[src/rtl/fpu_issue_arbiter_32.sv]
// Round-robin issue arbiter sharing one FPU among NUM_REQ requesters, with a tagged, credit-protected response FIFO.
// Define FPU_ARB_FIXED_PRIO_EN for fixed priority (lowest valid index wins); the default build is round-robin.
module fpu_issue_arbiter_32 #(
  parameter int BIT_WIDTH   = 32,
  parameter int NUM_REQ     = 4,
  parameter int FPU_LATENCY = 1,
  parameter int RSP_DEPTH   = 4,
  parameter int ID_W        = $clog2(NUM_REQ)
) (
  input  logic                         clk,
  input  logic                         rst,
  input  logic [NUM_REQ-1:0]           i_req_valid,
  output logic [NUM_REQ-1:0]           o_req_ready,
  input  logic [3*NUM_REQ-1:0]         i_req_mode,
  input  logic [2*NUM_REQ-1:0]         i_req_operation,
  input  logic [BIT_WIDTH*NUM_REQ-1:0] i_req_inputA,
  input  logic [BIT_WIDTH*NUM_REQ-1:0] i_req_inputB,
  output logic                         o_fpu_valid,
  output logic [2:0]                   o_fpu_mode,
  output logic [1:0]                   o_fpu_operation,
  output logic [BIT_WIDTH-1:0]         o_fpu_inputA,
  output logic [BIT_WIDTH-1:0]         o_fpu_inputB,
  input  logic [BIT_WIDTH-1:0]         i_fpu_output,
  input  logic [4:0]                   i_fpu_exeption,
  output logic                         o_rsp_valid,
  input  logic                         i_rsp_ready,
  output logic [ID_W-1:0]              o_rsp_id,
  output logic [BIT_WIDTH-1:0]         o_rsp_output,
  output logic [4:0]                   o_rsp_exeption
);

  localparam int CW = $clog2(RSP_DEPTH + 1);
  localparam int AW = $clog2(RSP_DEPTH);

  logic [2:0]           req_mode [NUM_REQ];
  logic [1:0]           req_op   [NUM_REQ];
  logic [BIT_WIDTH-1:0] req_a    [NUM_REQ];
  logic [BIT_WIDTH-1:0] req_b    [NUM_REQ];

  for (genvar r = 0; r < NUM_REQ; r++) begin : g_unpack
    assign req_mode[r] = i_req_mode[3*r +: 3];
    assign req_op[r]   = i_req_operation[2*r +: 2];
    assign req_a[r]    = i_req_inputA[BIT_WIDTH*r +: BIT_WIDTH];
    assign req_b[r]    = i_req_inputB[BIT_WIDTH*r +: BIT_WIDTH];
  end

  logic [ID_W-1:0]      ptr;
  logic [CW-1:0]        cnt;
  logic [NUM_REQ-1:0]   grant;
  logic [ID_W-1:0]      grant_id;
  logic                 found;
  logic [ID_W-1:0]      idx;
  logic                 accept;
  logic                 pop;
  logic                 credit_ok;
  logic [ID_W-1:0]      iss_id;
  logic [FPU_LATENCY-1:0] tag_v;
  logic [ID_W-1:0]      tag_id [FPU_LATENCY];
  logic [ID_W-1:0]      mem_id  [RSP_DEPTH];
  logic [BIT_WIDTH-1:0] mem_out [RSP_DEPTH];
  logic [4:0]           mem_exc [RSP_DEPTH];
  logic [AW-1:0]        wr_ptr;
  logic [AW-1:0]        rd_ptr;
  logic [AW:0]          fcnt;
  logic                 wr_en;

  assign pop   = o_rsp_valid & i_rsp_ready;
  assign wr_en = tag_v[FPU_LATENCY-1];
  // A pop this cycle frees a slot, so a full credit count may still accept.
  assign credit_ok = (cnt < CW'(RSP_DEPTH)) || pop;

  always_comb begin
    grant    = '0;
    grant_id = '0;
    found    = 1'b0;
    idx      = '0;
    for (int i = 0; i < NUM_REQ; i++) begin
      idx = ID_W'((int'(ptr) + i) % NUM_REQ);
      if (!found && i_req_valid[idx]) begin
        found       = 1'b1;
        grant[idx]  = 1'b1;
        grant_id    = idx;
      end
    end
    if (rst || !credit_ok) grant = '0;
  end

  assign o_req_ready = grant;
  assign accept      = |grant;

  assign o_rsp_valid    = (fcnt != '0);
  assign o_rsp_id       = o_rsp_valid ? mem_id[rd_ptr]  : '0;
  assign o_rsp_output   = o_rsp_valid ? mem_out[rd_ptr] : '0;
  assign o_rsp_exeption = o_rsp_valid ? mem_exc[rd_ptr] : '0;

  always_ff @(posedge clk or posedge rst) begin
    if (rst) begin
      ptr             <= '0;
      cnt             <= '0;
      o_fpu_valid     <= 1'b0;
      o_fpu_mode      <= '0;
      o_fpu_operation <= '0;
      o_fpu_inputA    <= '0;
      o_fpu_inputB    <= '0;
      iss_id          <= '0;
      tag_v           <= '0;
      for (int s = 0; s < FPU_LATENCY; s++) tag_id[s] <= '0;
      wr_ptr          <= '0;
      rd_ptr          <= '0;
      fcnt            <= '0;
    end else begin
      case ({accept, pop})
        2'b10:   cnt <= cnt + CW'(1);
        2'b01:   cnt <= cnt - CW'(1);
        default: cnt <= cnt;
      endcase
`ifdef FPU_ARB_FIXED_PRIO_EN
      ptr <= '0;
`else
      if (accept) ptr <= (grant_id == ID_W'(NUM_REQ - 1)) ? '0 : grant_id + ID_W'(1);
`endif
      o_fpu_valid <= accept;
      if (accept) begin
        o_fpu_mode      <= req_mode[grant_id];
        o_fpu_operation <= req_op[grant_id];
        o_fpu_inputA    <= req_a[grant_id];
        o_fpu_inputB    <= req_b[grant_id];
        iss_id          <= grant_id;
      end
      tag_v[0]  <= o_fpu_valid;
      tag_id[0] <= iss_id;
      for (int s = 1; s < FPU_LATENCY; s++) begin
        tag_v[s]  <= tag_v[s-1];
        tag_id[s] <= tag_id[s-1];
      end
      if (wr_en) wr_ptr <= wr_ptr + AW'(1);
      if (pop)   rd_ptr <= rd_ptr + AW'(1);
      case ({wr_en, pop})
        2'b10:   fcnt <= fcnt + (AW+1)'(1);
        2'b01:   fcnt <= fcnt - (AW+1)'(1);
        default: fcnt <= fcnt;
      endcase
    end
  end

  // Storage needs no reset: entries are only visible between write and pop.
  always_ff @(posedge clk) begin
    if (wr_en) begin
      mem_id[wr_ptr]  <= tag_id[FPU_LATENCY-1];
      mem_out[wr_ptr] <= i_fpu_output;
      mem_exc[wr_ptr] <= i_fpu_exeption;
    end
  end

endmodule

[config.mk]
export PLATFORM = sky130hd
export DESIGN_NAME = fpu_issue_arbiter_32
export DESIGN_NICKNAME = d
export VERILOG_FILES = /design/src/rtl/fpu_issue_arbiter_32.sv
export SDC_FILE = /design/constraint.sdc
export NUM_CORES = 1
export LEC_CHECK = 0
export ABC_AREA = 1
export CAP_MARGIN = 20
export CORE_ASPECT_RATIO = 1.25
export CORE_MARGIN = 8
export CORE_UTILIZATION = 30
export CTS_CLUSTER_DIAMETER = 50
export DETAILED_ROUTE_END_ITERATION = 6
export HOLD_SLACK_MARGIN = 0.08
export PLACE_DENSITY = 0.64
export SKIP_CTS_REPAIR_TIMING = 1
export SLEW_MARGIN = 20
export SYNTH_ARGS = -nofsm -noshare
export SYNTH_HDL_FRONTEND = slang
export SYNTH_SLANG_ARGS = --single-unit
[constraint.sdc]
create_clock -name clk -period 4.23 [get_ports clk]
set_input_delay 0.423 -clock clk [delete_from_list [all_inputs] [get_ports clk]]
set_output_delay 0.423 -clock clk [all_outputs]
set_load 0.01 [all_outputs]
==> results of run 1 <==
[metrics by stage]
stage	utilization, %	hold WS [ps]
after floorplan	-	354
after global placement	40.5	361
after detailed placement	40.6	369
after CTS	42.7	131
after global routing	42.7	140
final	42.8	159
[layout make-up]
cell class / instances / area share, %
Multi-Input combinational cell: 1090 / 25.6
Clock buffer: 34 / 3.99
Inverter: 310 / 6.09
Clock inverter: 21 / 1.08
Tap cell: 578 / 3.77
Antenna cell: 5 / 0.0652
Sequential cell: 243 / 35.8
Timing Repair Buffer: 451 / 23.6
[worst reg2reg max path, stage by stage, from the launching register on]
cell and delay (ps):
dfrtp_1 620, inv_4 140, ha_1 390, inv_1 90
nand3_1 90, nand2_1 80, nor2_4 240, nand2_1 140
nand2_4 330, buf_4 500, nand3_1 310, nand3_1 180
nand2_1 60, nand2_1 60, nand2_1 50
[synth_stat cells (all sizes together)]
cell and n:
inv 310, nor3 1, a21oi 45, nand4 6, fa 2, nand3 294
dfrtp 87, ha 14, buf 79, a21boi 5, edfxtp 156, xnor2 4
clkbuf 29, xor2 2, nand2 469, nor2 163, o21ai 85
[routing by layer]
layer | vias to the layer above | GRT usage [%] | share of wire (%)
met5 | - | 0 | 0.20
met4 | 16 | 5.62 | 2.7
met3 | 86 | 7.33 | 11
met2 | 519 | 32.3 | 48
met1 | 5885 | 22.1 | 38
li1 | 6246 | - | -
[flip-flops by register name, indices dropped and copies added (netlist names), 3 cells and up]
| signal | cells |
|---|---|
| mem_out | 128 |
| o_fpu_inputA | 32 |
| o_fpu_inputB | 32 |
| mem_exc | 20 |
| mem_id | 8 |
| cnt | 3 |
| fcnt | 3 |
| o_fpu_mode | 3 |
[cells by family (layout without fill, tap and decap cells)]
logic type	after synthesis	count (layout)
AND/OR/NAND/NOR	933	933
adder cells (fa/ha/maj)	16	16
AO/OA/AOI/OAI	135	135
XOR/XNOR	6	6
other	0	5
buffers and inverters	418	816
flip-flops	243	243
[how the worst min path moves through the flow]
stage	startpoint	endpoint	slack (ps)	depth (start not counted)
6_report	rst	fcnt[1]$_DFFE_PP0P_	160	2
5_1_grt	rst	wr_ptr[0]$_DFFE_PP0P_	140	2
4_1_cts	rst	o_fpu_valid$_DFF_PP0_	130	2
3_5_place_dp	iss_id[0]$_DFFE_PP0P_	tag_id[0]$_DFF_PP0_	370	0
3_3_place_gp	iss_id[0]$_DFFE_PP0P_	tag_id[0]$_DFF_PP0_	360	0
2_1_floorplan	iss_id[0]$_DFFE_PP0P_	tag_id[0]$_DFF_PP0_	350	0
[placed cells by master, fill, tap and decap left out, types with 6 or more instances in the layout]
cell | synthesis | layout
edfxtp_1 | 156 | 156
clkbuf_16 | 0 | 30
nand4_1 | 6 | 6
inv_2 | 3 | 8
nor2_1 | 161 | 160
clkdlybuf4s50_1 | 0 | 433
nand2_1 | 461 | 460
nand3_1 | 293 | 293
dfrtp_1 | 87 | 86
o21ai_0 | 84 | 84
ha_1 | 14 | 14
inv_1 | 306 | 300
a21oi_1 | 45 | 45
buf_4 | 17 | 13
[where the power goes]
group          internal, mW  total, mW  switching (mW)
registers              3.31       3.68           0.370
logic                  3.81       10.5            6.64
clock network          1.40       2.47            1.07
total                  8.52       16.6            8.08
==> results.yml, run 1 <==
run_status:
  status: "finished clean"
clock_network:
  clk_path_buf_depth: 3
  clock_sinks: 243
  cts_tree: "yes"
  clk_pin_slew_worst_paths_ps: 60
  cts_buffers: 30
  root_buffer: "clkbuf_16"
  clk_latency_ps: 570
  cts_max_level: 1
floorplanning:
  die_y_microns: 253
  row_count: 87
  start_util_pct: 30.1
  die_w_microns: 206
  num_io_pins: 434
  die_area_sq_um: 52200
  core_area_sq_um: 44800
synthesis:
  yosys.area_share.adder_pct: 1.59
  synth_xor_area_share_pct: 0.389
  synth_top_cell_by_area: "edfxtp_1"
  syn_nets: 2087
  yosysSeqAreaShare_pct: 50.8
  synth_top_cell_area_share_pct: 34.7
  syn_inst: 1751
  synth-compound-area-share_pct: 5.09
  synth_top_family_by_area: "simple AND/OR/NAND/NOR gates"
  synth_cell_types: 28
  ys_top_cells_by_area: "edfxtp_1 (35%), dfrtp_1 (16%), nand2_1 (13%)"
  synth.avg_cell_area_sq_um: 7.72
  yosys_warnings: 0
  synthMuxAreaShare_pct: 0
  yosys_register_bits: 243
  syn_area_sq_um: 13500
  yosys.area_share.simple_pct: 29.1
setup_path:
  cpMostUsedCell: "nand3_1"
  r2r-start: "ptr[0]$_DFFE_PP0P_"
  cp.arrival_ps: 3170
  path_buf_inv: 4
  cp-endpoint: "o_req_ready[1]"
  slowest_stage: "dfrtp_1"
  critPathLaunch: "ptr[0]$_DFFE_PP0P_"
  cp_top_family: "buffers and inverters"
  critical_path_depth: 11
  crit_type: "flop to output port"
  r2r_end: "o_fpu_inputB[11]$_DFFE_PP0P_"
  cp.required_ps: 3810
  ff2ff_path_depth: 14
  max_stage_delay_ps: 620
  r2r_slack_ps: 840
  start_kind: "flop"
  path_cells: "inv_4 -> ha_1 -> inv_1 -> nand3_1 -> nand2_1 -> nor2_4 -> nand3_1 -> nand3_1 -> nand2_1 -> inv_1 -> clkdlybuf4s50_1"
  crit_path_max_fanout: 13
  end_kind: "output port"
power_and_ir_drop:
  p_leak_nw: 8.96
  power_mw: 16.6
  ir_drop_uv: 539
  pwr_density_cell_nw_per_um2: 865
grt:
  grt_pass1_wl_microns: 76600
  grt_pass1_vias: 12516
  antenna_found_initial: 15
  overflow: 0
  grt.total_usage_pct: 19.1
  grt_start_max_net_pins: 139
detailed_routing:
  drt-initial-drc-count: 741
  drt-total-wl_microns: 52000
  num_vias: 12752
  wl_per_cell_microns: 19.0
  vias_per_cell: 4.67
  firstDrtPassIters: 7
  ant_nets: 0
  drcViolationCount: 0
timing:
  clock_skew_ps: 13.9
  slew_headroom_pct: 32.4
  min_period_ps: 3600
  fin_setup_tns_ps: 0
  slew_viol_final: 0
  final_hold_viol_count: 0
  worst_pin_slew_ps: 1010
  finalCritPeriodShare_pct: 85.0
  setup_viol: 0
  rsz0062_at_grt: "false"
  max_freq_ghz: 0.278
  setup_ws_ps: 635
final_layout:
  regArea_sq_um: 6860
  syn_to_final_growth_pct: 41.9
  multi_input_area_sq_um: 4910
  nets: 2462
  nFillCells: 4545
  final_area_sq_um: 19200
  drive_gt1_share_pct: 4.19
  stdcell_count: 2732
job:
  drv_cap: 0
placed_design:
  gp_congestion: 0.887
  dpl_cell_area_sq_um: 18200
  io_buffers: 433
  place_inst: 2672
  hpwl_microns: 38200
  post-place-ws_ps: 832
min_path:
  holdCritPathClass: "input port to asynchronous set/reset pin"
Note: power is estimated with default switching activity, not from simulation.
==> run 2, diff against run 1 <==
PLACE_DENSITY = 0.66   (was 0.64)
clock period = 3.2 ns   (was 4.23 ns; I/O delays follow)
==> run 2 against run 1 <==
Against the previous run:
- first-iteration DRC count shrank 1.2%
- core utilization grew 0.18 points
- global-route usage shrank 0.65 points
- critical endpoint is now o_rsp_output[6]
- largest cell class unchanged
- highest routed layer unchanged
==> results.yml, run 2 (synthesized netlist as in run 1, its figures left out) <==
run_status:
  status: "finished clean"
grt:
  grt_start_max_net_pins: 127
  overflow: 0
  antenna_found_initial: 12
  grt_pass1_wl_microns: 74800
  grt.total_usage_pct: 18.4
  grt_pass1_vias: 12674
min_path:
  holdCritPathClass: "input port to asynchronous set/reset pin"
setup_path:
  r2r_slack_ps: 280
  start_kind: "flop"
  ff2ff_path_depth: 17
  end_kind: "output port"
  path_buf_inv: 3
  critical_path_depth: 5
  crit_type: "flop to output port"
  max_stage_delay_ps: 590
  r2r-start: "ptr[0]$_DFFE_PP0P_"
  r2r_end: "cnt[2]$_DFFE_PP0P_"
  cp_top_family: "buffers and inverters"
  path_cells: "inv_2 -> buf_12 -> o21ai_0 -> a21oi_1 -> clkdlybuf4s50_1"
  slowest_stage: "clkdlybuf4s50_1"
  crit_path_max_fanout: 40
  cp.required_ps: 2880
  cp.arrival_ps: 2640
floorplanning:
  num_io_pins: 434
  core_area_sq_um: 44800
  die_w_microns: 206
  row_count: 87
  die_y_microns: 253
  start_util_pct: 30.1
  die_area_sq_um: 52200
clock_network:
  cts_tree: "yes"
  root_buffer: "clkbuf_16"
  clock_sinks: 243
  clk_pin_slew_worst_paths_ps: 60
  clk_path_buf_depth: 3
  clk_latency_ps: 550
  cts_max_level: 1
  cts_buffers: 28
final_layout:
  nets: 2480
  final_common_cell: "nand2_1"
  nFillCells: 4476
  top_register: "mem_out"
  multi_input_area_sq_um: 4930
  syn_to_final_growth_pct: 42.5
  drive_gt1_share_pct: 4.80
  largest_register_ffs: 128
  regArea_sq_um: 6860
  top_regs: "mem_out (128), o_fpu_inputA (32), o_fpu_inputB (32)"
  final_area_sq_um: 19300
  mostFrequentLayoutCells: "nand2_1 (459), clkdlybuf4s50_1 (429), inv_1 (300)"
placed_design:
  gp_congestion: 0.897
  io_buffers: 433
  hpwl_microns: 37000
  dpl_cell_area_sq_um: 18300
  post-place-ws_ps: 200
detailed_routing:
  firstDrtPassIters: 5
  ant_nets: 0
  drt-total-wl_microns: 49900
  wl_per_cell_microns: 18.1
  drcViolationCount: 0
  drt-initial-drc-count: 732
  num_vias: 12735
  vias_per_cell: 4.63
timing:
  max_freq_ghz: 0.338
  fin_hold_ws_ps: 375
  rsz0062_at_grt: "false"
  slew_viol_final: 0
  setup_ws_ps: 244
  fin_setup_tns_ps: 0
  clock_skew_ps: 11.5
  setup_viol: 0
  worst_pin_slew_ps: 987
  final_hold_viol_count: 0
  finalCritPeriodShare_pct: 92.4
  slew_headroom_pct: 34.1
  min_period_ps: 2960
power_and_ir_drop:
  pwr_density_cell_nw_per_um2: 1150
  p_leak_nw: 9.07
  ir_drop_uv: 833
job:
  drv_cap: 0
run 2: cell count changes in the layout (fill, tap and decap cells not counted), sizes merged:
| cell | delta |
|---|---|
| nor2 | +1 |
| diode | +5 |
| clkinvlp | +1 |
| clkbuf | +1 |
| clkdlybuf4s50 | -4 |
| buf | +19 |
| dlymetal6s2s | +4 |
| inv | -1 |
| bufinv | -1 |
| clkinv | -4 |
run 2: metal layers:
metal / vias up / share of wire (%) / global-route usage (%)
li1: 6289 / - / -
met2: 511 / 47 / 30.7
met1: 5854 / 38 / 22.1
met3: 79 / 11 / 5.68
met5: - / 0.026 / 0
met4: 2 / 3.6 / 6.92
run 2: per-stage QoR:
stage          power (mW)  utilization (%)  std cells
6_report             22.2             43.0       2753
5_1_grt              24.2             42.9       2748
4_1_cts              22.4             42.8       2741
3_5_place_dp         19.3             40.9       2690
3_3_place_gp         19.1             40.9       2690
2_1_floorplan        14.2                -       1751
run 2: area by class of cell:
class                      instances  share of cell area (%)
inverter                         310                    6.07
multi-input combinational       1091                    25.6
sequential                       243                    35.6
clock buffer                      35                    3.77
antenna                           10                   0.130
timing repair buffer             470                    24.4
tap                              578                    3.75
clock inverter                    16                   0.682
run 2: worst max path at each step:
stage,to,slack [ps],startpoint
floorplan,cnt[2]$_DFFE_PP0P_,200,ptr[0]$_DFFE_PP0P_
global route,cnt[2]$_DFFE_PP0P_,3,ptr[0]$_DFFE_PP0P_
global placement,cnt[2]$_DFFE_PP0P_,220,i_req_valid[3]
finish,o_rsp_output[6],240,rd_ptr[0]$_DFFE_PP0P_
detailed placement,cnt[2]$_DFFE_PP0P_,200,i_req_valid[3]
CTS,o_req_ready[0],-50,ptr[0]$_DFFE_PP0P_
run 2: power breakdown:
part           leakage (nW)  switching (mW)  internal (mW)
Sequential             2.50           0.399           4.37
Combinational          6.15            9.05           5.37
Clock                 0.411            1.32           1.65
run 2: worst register-to-register path, stage by stage (launching register included):
cell	delay [ps]
dfrtp_1	400
inv_4	140
ha_2	330
inv_1	100
nand3_1	80
nand2_1	130
nor2_4	70
a21boi_0	180
nand3_1	120
nand2_1	100
nand2_1	90
nor2_4	90
ha_1	140
inv_1	60
fa_1	380
a21oi_1	150
o21ai_0	110
xnor2_1	130
==> run 3, diff against run 2 <==
CAP_MARGIN = 40   (was 20)
CORE_UTILIZATION = 43   (was 30)
PLACE_DENSITY = 0.86   (was 0.66)
==> run 3 against run 2 <==
Against the previous run:
- core utilization up 19 points
- die area down 28%
- critical path depth up 12
- register-to-register slack worse by 90 ps
- wire length down 6.1%
- critical endpoint is now cnt[2]$_DFFE_PP0P_
==> results.yml, run 3 (synthesized netlist as in run 1, its figures left out) <==
run_status:
  status: "finished clean"
detailed_routing:
  num_vias: 13166
  wl_per_cell_microns: 18.2
  met3_wirelength_microns: 4880
  firstDrtPassIters: 6
  maxUsedRoutingLayer: "met5"
  wl_met1_microns: 17600
  ant_nets: 0
  vias_per_cell: 5.12
  drt-total-wl_microns: 46800
  drcViolationCount: 0
  drt-initial-drc-count: 1274
  met2_length_microns: 22400
clock_network:
  cts_buffers: 28
  cts_max_level: 1
  cts_tree: "yes"
  root_buffer: "clkbuf_16"
  clk_latency_ps: 540
  clk_path_buf_depth: 3
  clock_sinks: 243
  clk_pin_slew_worst_paths_ps: 60
power_and_ir_drop:
  pwr_density_cell_nw_per_um2: 1150
  ir_drop_uv: 979
  p_leak_nw: 9.08
final_layout:
  mostFrequentLayoutCells: "nand2_1 (459), clkdlybuf4s50_1 (429), inv_1 (300)"
  multi_input_area_sq_um: 4920
  top_regs: "mem_out (128), o_fpu_inputA (32), o_fpu_inputB (32)"
  nets: 2475
  final_area_sq_um: 19100
  final_common_cell: "nand2_1"
  top_register: "mem_out"
  nFillCells: 2535
  drive_gt1_share_pct: 4.81
  regArea_sq_um: 6860
  largest_register_ffs: 128
  syn_to_final_growth_pct: 41.4
timing:
  clock_skew_ps: 28.8
  setup_viol: 0
  slew_viol_final: 0
  worst_pin_slew_ps: 825
  rsz0062_at_grt: "false"
  min_period_ps: 3010
  finalCritPeriodShare_pct: 94.0
  max_freq_ghz: 0.333
  final_hold_viol_count: 0
  slew_headroom_pct: 45.0
  setup_ws_ps: 193
min_path:
  holdCritPathClass: "input port to asynchronous set/reset pin"
floorplanning:
  core_area_sq_um: 31000
  die_area_sq_um: 37400
  num_io_pins: 434
  die_y_microns: 214
  die_w_microns: 175
  row_count: 72
  start_util_pct: 43.6
setup_path:
  slowest_stage: "dfrtp_1"
  cp_top_family: "adder cells"
  path_cells: "inv_4 -> ha_2 -> inv_1 -> nand3_1 -> nand2_1 -> nor2_2 -> a21boi_0 -> nand3_1 -> nand2_1 -> nand2_1 -> nor2_4 -> ha_1 -> inv_1 -> fa_1 -> a21oi_1 -> o21ai_0 -> xnor2_1"
  max_stage_delay_ps: 410
  ff2ff_path_depth: 17
  end_kind: "flop"
  r2r-start: "ptr[0]$_DFFE_PP0P_"
  cpMostUsedCell: "nand2_1"
  crit_type: "flop to flop"
  path_buf_inv: 3
  r2r_slack_ps: 190
  crit_path_max_fanout: 11
  cp.arrival_ps: 3440
  cp.required_ps: 3630
  r2r_end: "cnt[2]$_DFFE_PP0P_"
  start_kind: "flop"
job:
  drv_cap: 0
grt:
  grt_pass1_vias: 12841
  grt_start_max_net_pins: 127
  grt.total_usage_pct: 23.9
  grt_pass1_wl_microns: 71500
  antenna_found_initial: 13
  overflow: 0
placed_design:
  gp_congestion: 0.933
  dpl_cell_area_sq_um: 18100
  hpwl_microns: 34400
  io_buffers: 433
  post-place-ws_ps: 222
## run 3: cell type report
cell class	count	share of cell area [%]
Inverter	310	6.11
Timing Repair Buffer	465	24.5
Multi-Input combinational cell	1091	25.8
Clock buffer	35	4.02
Sequential cell	243	35.9
Antenna cell	3	0.0393
Tap cell	407	2.66
Clock inverter	17	0.982
## run 3: per-layer routing
metal | vias up | GRT usage (%)
li1 | 6268 | -
met1 | 6063 | 28.2
met2 | 686 | 40.6
met3 | 129 | 7.50
met4 | 20 | 8.35
met5 | - | 0
## run 3: how the worst max path moves through the flow
stage / start / to / slack [ps] / cells after the start
global route: ptr[0]$_DFFE_PP0P_ / cnt[2]$_DFFE_PP0P_ / 0.7 / 17
CTS: ptr[0]$_DFFE_PP0P_ / o_req_ready[2] / -70 / 11
floorplan: ptr[0]$_DFFE_PP0P_ / cnt[2]$_DFFE_PP0P_ / 200 / 20
finish: ptr[0]$_DFFE_PP0P_ / cnt[2]$_DFFE_PP0P_ / 190 / 17
global placement: i_req_valid[3] / cnt[2]$_DFFE_PP0P_ / 300 / 17
detailed placement: i_req_valid[3] / cnt[2]$_DFFE_PP0P_ / 220 / 17
## run 3: report_power, final
part           leakage [nW]  switching, mW  internal (mW)
Clock                 0.462           1.37           1.84
Combinational          6.12           8.77           5.26
Sequential             2.50          0.418           4.37
Total                  9.08           10.6           11.5
## run 3: through the flow
stage	utilization (%)	total power, mW	instances	setup TNS (ps)	hold WS (ps)
finish	61.7	22.0	2571	0	218
global route	61.7	23.9	2571	0	269
CTS	61.6	22.0	2566	-202	248
detailed placement	58.5	18.7	2514	0	373
global placement	58.4	18.3	2513	0	360
floorplan	-	14.2	1751	0	354
==> edit 1, RTL diff (config.mk and constraints of run 2) <==
The parameter `RSP_DEPTH` goes from 4 to 2.
--- a/src/rtl/fpu_issue_arbiter_32.sv
+++ b/src/rtl/fpu_issue_arbiter_32.sv
@@ -6,3 +6,3 @@
   parameter int FPU_LATENCY = 1,
-  parameter int RSP_DEPTH   = 4,
+  parameter int RSP_DEPTH   = 2,
   parameter int ID_W        = $clog2(NUM_REQ)
Behaviour: not the same (a bounded check fails within 4 cycles, from zero or initial values and one cycle with rst high).
==> edit 1 against run 2 <==
- setup slack got worse by 53 ps
- power fell by 19%
- cell area decreased by 21%
- global-route usage rose by 0.69 points
- clock skew about the same
- synthesized area shrank 27%
- hold slack improved by 0.66 ps
- non-clock buffer count down 10
- register-to-register slack gained 120 ps
- routed wire length shrank 24%
- sequential power down 28%
- sequential cell count decreased by 82
- critical endpoint is now o_req_ready[3]
- highest routed layer unchanged
==> edit 1: results (changes against run 2) <==
* Htree depth at 4 (+3)
* Number of global-route vias before repair at 10.3k (-19%)
* EDFF count, synth at 78 (-50%)
* Critical path arrival at 2690 ps (+50 ps)
* Crit path max fanout at 12 (-70%)
* Top cells by area, synth: edfxtp_1, dfrtp_1, nand2_1, nand3b_1, nand3_1
* Post-DR vias/cell at 4.70 (+1.5%)
* Clock latency on the worst-skew pair at 430 ps (-120 ps)
* Met3 Track Usage GR at 0.0734 (+0.0166)
* Commonest cells post-synth: nand2_1, nand3_1, inv_1
* Clock buffer count from CTS at 17 (-39%)
* Tmin final at 3010 ps (+53.1 ps)
* Crit path to: o_req_ready[3]
* LEAKAGE at 7.02 nW (-23%)
* Pre-CTS WS at 234 ps (+34.0 ps)
* Largest registers: mem_out (64), o_fpu_inputA (32), o_fpu_inputB (32)
* Worst min path class: register to register
* Max IR drop VDD at 0.888 mV (+6.6%)
* Hold slack at 376 ps (+0.659 ps)
* Status: completed
* Synth cell types at 25 (-11%)
* Setup skew after layout at 11.4 ps (-0.0988 ps)
* Metal2 WL at 18.9 mm (-20%)
* R2r setup slk at 400 ps (+120 ps)
* GR Util met2 at 0.333 (+0.0263)
* Worst flop-to-flop path endpoint: o_fpu_inputB[3]$_DFFE_PP0P_
==> edit 1: cell count changes in the layout (fill, tap and decap cells not counted), sizes merged, moves of 9 or more <==
cell / before / now
edfxtp: 156 / 78
buf: 37 / 27
o21ai: 85 / 7
nand2: 469 / 539
nand3b: 0 / 138
clkbuf: 35 / 18
nor2: 164 / 5
nand3: 294 / 163
inv: 316 / 165
diode: 10 / 1
==> edit 1: cell families (layout without fill, tap and decap cells) <==
| family | count (synthesis) | in the layout | share of synthesized area |
|---|---|---|---|
| and+or+nand+nor | 845 | 845 | 0.398 |
| buffers and inverters | 247 | 650 | 0.106 |
| DFF | 161 | 161 | 0.448 |
| AOI/OAI and AO/OA | 55 | 55 | 0.0297 |
| adders and majority gates | 9 | 9 | 0.0114 |
| xor gates and xnor gates | 7 | 7 | 0.00622 |
| other | 0 | 1 | 0 |
==> edit 1: stage by stage <==
step                      instance area (um^2)  cells  utilization
after detailed placement                 14700   2112        0.451
after CTS                                15200   2143        0.467
after floorplan                           9860   1324            -
after global placement                   14700   2112        0.451
final                                    15200   2146        0.468
after global routing                     15200   2145        0.468
==> edit 1: worst register-to-register path: cells and delay by family (launching register included) <==
| kind | cells | cell delay [ps] |
|---|---|---|
| AND/OR/NAND/NOR | 10 | 960 |
| buffers and inverters | 4 | 900 |
| flip-flops | 1 | 410 |
| adder cells (fa/ha/maj) | 1 | 300 |
| AO/OA/AOI/OAI | 1 | 110 |
==> edit 1: area by class of cell <==
class,count,area (um^2)
fill,3188,17300
timing repair buffer,460,4690
multi-input combinational,916,4450
sequential,161,4420
inverter,159,602
tap,418,523
clock buffer,18,429
clock inverter,13,105
antenna,1,2.50
==> edit 1: report_power, final <==
part	internal [mW]	leakage [nW]	switching [mW]
clock network	1.00	0.247	0.882
registers	3.04	1.74	0.381
logic	4.93	5.03	7.72
==> edit 2, RTL diff (settings of run 2) <==
Without the edit above. Make the reset (`rst`) synchronous in one clocked block.
--- a/src/rtl/fpu_issue_arbiter_32.sv
+++ b/src/rtl/fpu_issue_arbiter_32.sv
@@ -95,3 +95,3 @@
 
-  always_ff @(posedge clk or posedge rst) begin
+  always_ff @(posedge clk) begin
     if (rst) begin
Check against the original RTL: differs if rst is asserted again (counterexample within 4 cycles, from zero or initial values and one cycle with rst high); with rst held inactive, the same outputs for 4 cycles.
==> edit 2 against run 2 <==
- power is 16% lower
- hold slack better by 21 ps
- synthesized area is 9.1% lower
- cell area is 6.2% lower
- setup slack worse by 91 ps
- sequential cell count is 2 higher
- combinational power is 22% lower
- count of clock-buffer cells in the layout is 1 higher
- global-route usage is 0.78 points higher
- routed wire length is 4.6% lower
- critical path type unchanged
- critical endpoint is now o_req_ready[0]
- largest cell class unchanged
- highest routed layer unchanged
==> edit 2: results (changes against run 2) <==
* R2r startpoint: ptr[0]$_SDFFE_PP0P_
* Crit path to: o_req_ready[0]
* Area used by multi-input combinational logic at 0.00500 mm^2 (+1.5%)
* Routed WL at 47.5 mm (-4.6%)
* Clock-cell share at 0.0489 (+0.00435)
* Gr usage total at 0.192 (+0.00777)
* Max Fclk at 328 MHz (-3.0%)
* Crit path max fanout at 7 (-83%)
* Critical path arrival at 2730 ps (+90 ps)
* Syn Area/Cell at 8.01 um^2 (+3.7%)
* Initial antenna violation count at 4 (-8)
* Power Clock at 3.05 mW (+3%)
* Nets at 2268 (-8.5%)
* Commonest cells post-synth: nand2_1, nand3_1, nor2_1
* Sequential cell area at 0.00647 mm^2 (-5.7%)
* Initial DRC count at 668 (-8.7%)
* Placed instance count at 2450 (-8.9%)
* Sw Share at 0.468 (-0.0175)
* LEAKAGE at 7.33 nW (-19%)
* Setup skew after layout at 23.0 ps (+11.5 ps)
* Asr flop ratio synth at 0 (-0.358)
* Worst min path class: input port to register
* Pre-CTS WS at 128 ps (-71.5 ps)
* HPWL after DPL at 35.1 mm (-5.1%)
* Multi-input gate share of total cell area at 0.277 (+0.0211)
* Mapped Cells at 1535 (-12%)
* Ant diodes at 0 (-10)
* First-pass GRT wire length at 71.0 mm (-5.0%)
* Layout fillers at 3998 (-11%)
* Status: completed
* Max transition margin at 0.570 (+0.229)
* Routed len/inst at 19.0 um (+4.7%)
* Register area share after synthesis at 0.526 (+0.0186)
* Final GP Congestion at 0.940 (+4.8%)
* Synth Net Count at 1871 (-10%)
* Largest net degree at the start of global routing at 100 (-21%)
* R2r worst-path depth at 19 (+2)
* R2r setup slk at 370 ps (+90 ps)
* Hold slack at 396 ps (+21.4 ps)
## edit 2: cell types whose count changed after synthesis, moves of 12 or more
cell             run 2  this run
inv_1              306        79
clkbuf_1            29        41
nand2_1            461       434
buf_2               48        32
dfrtp_1             87         0
dfxtp_1              0        89
nand3b_1             0        25
nor2_1             161       213
nand3_1            293       245
## edit 2: per-layer routing
layer	up-vias	global-route usage	routed length (um)
met1	5458	0.214	17700
met4	6	0.0505	1010
met5	-	0	33
met2	490	0.336	23500
met3	61	0.0749	5310
li1	5858	-	-
## edit 2: cell families (layout without fill, tap and decap cells)
kind of cell | count (synthesis) | in the layout | share of synthesized area
and+or+nand+nor | 936 | 936 | 0.325
DFF | 245 | 245 | 0.526
buffers and inverters | 188 | 608 | 0.0694
AOI/OAI and AO/OA | 150 | 150 | 0.0619
adders and majority gates | 16 | 16 | 0.0175
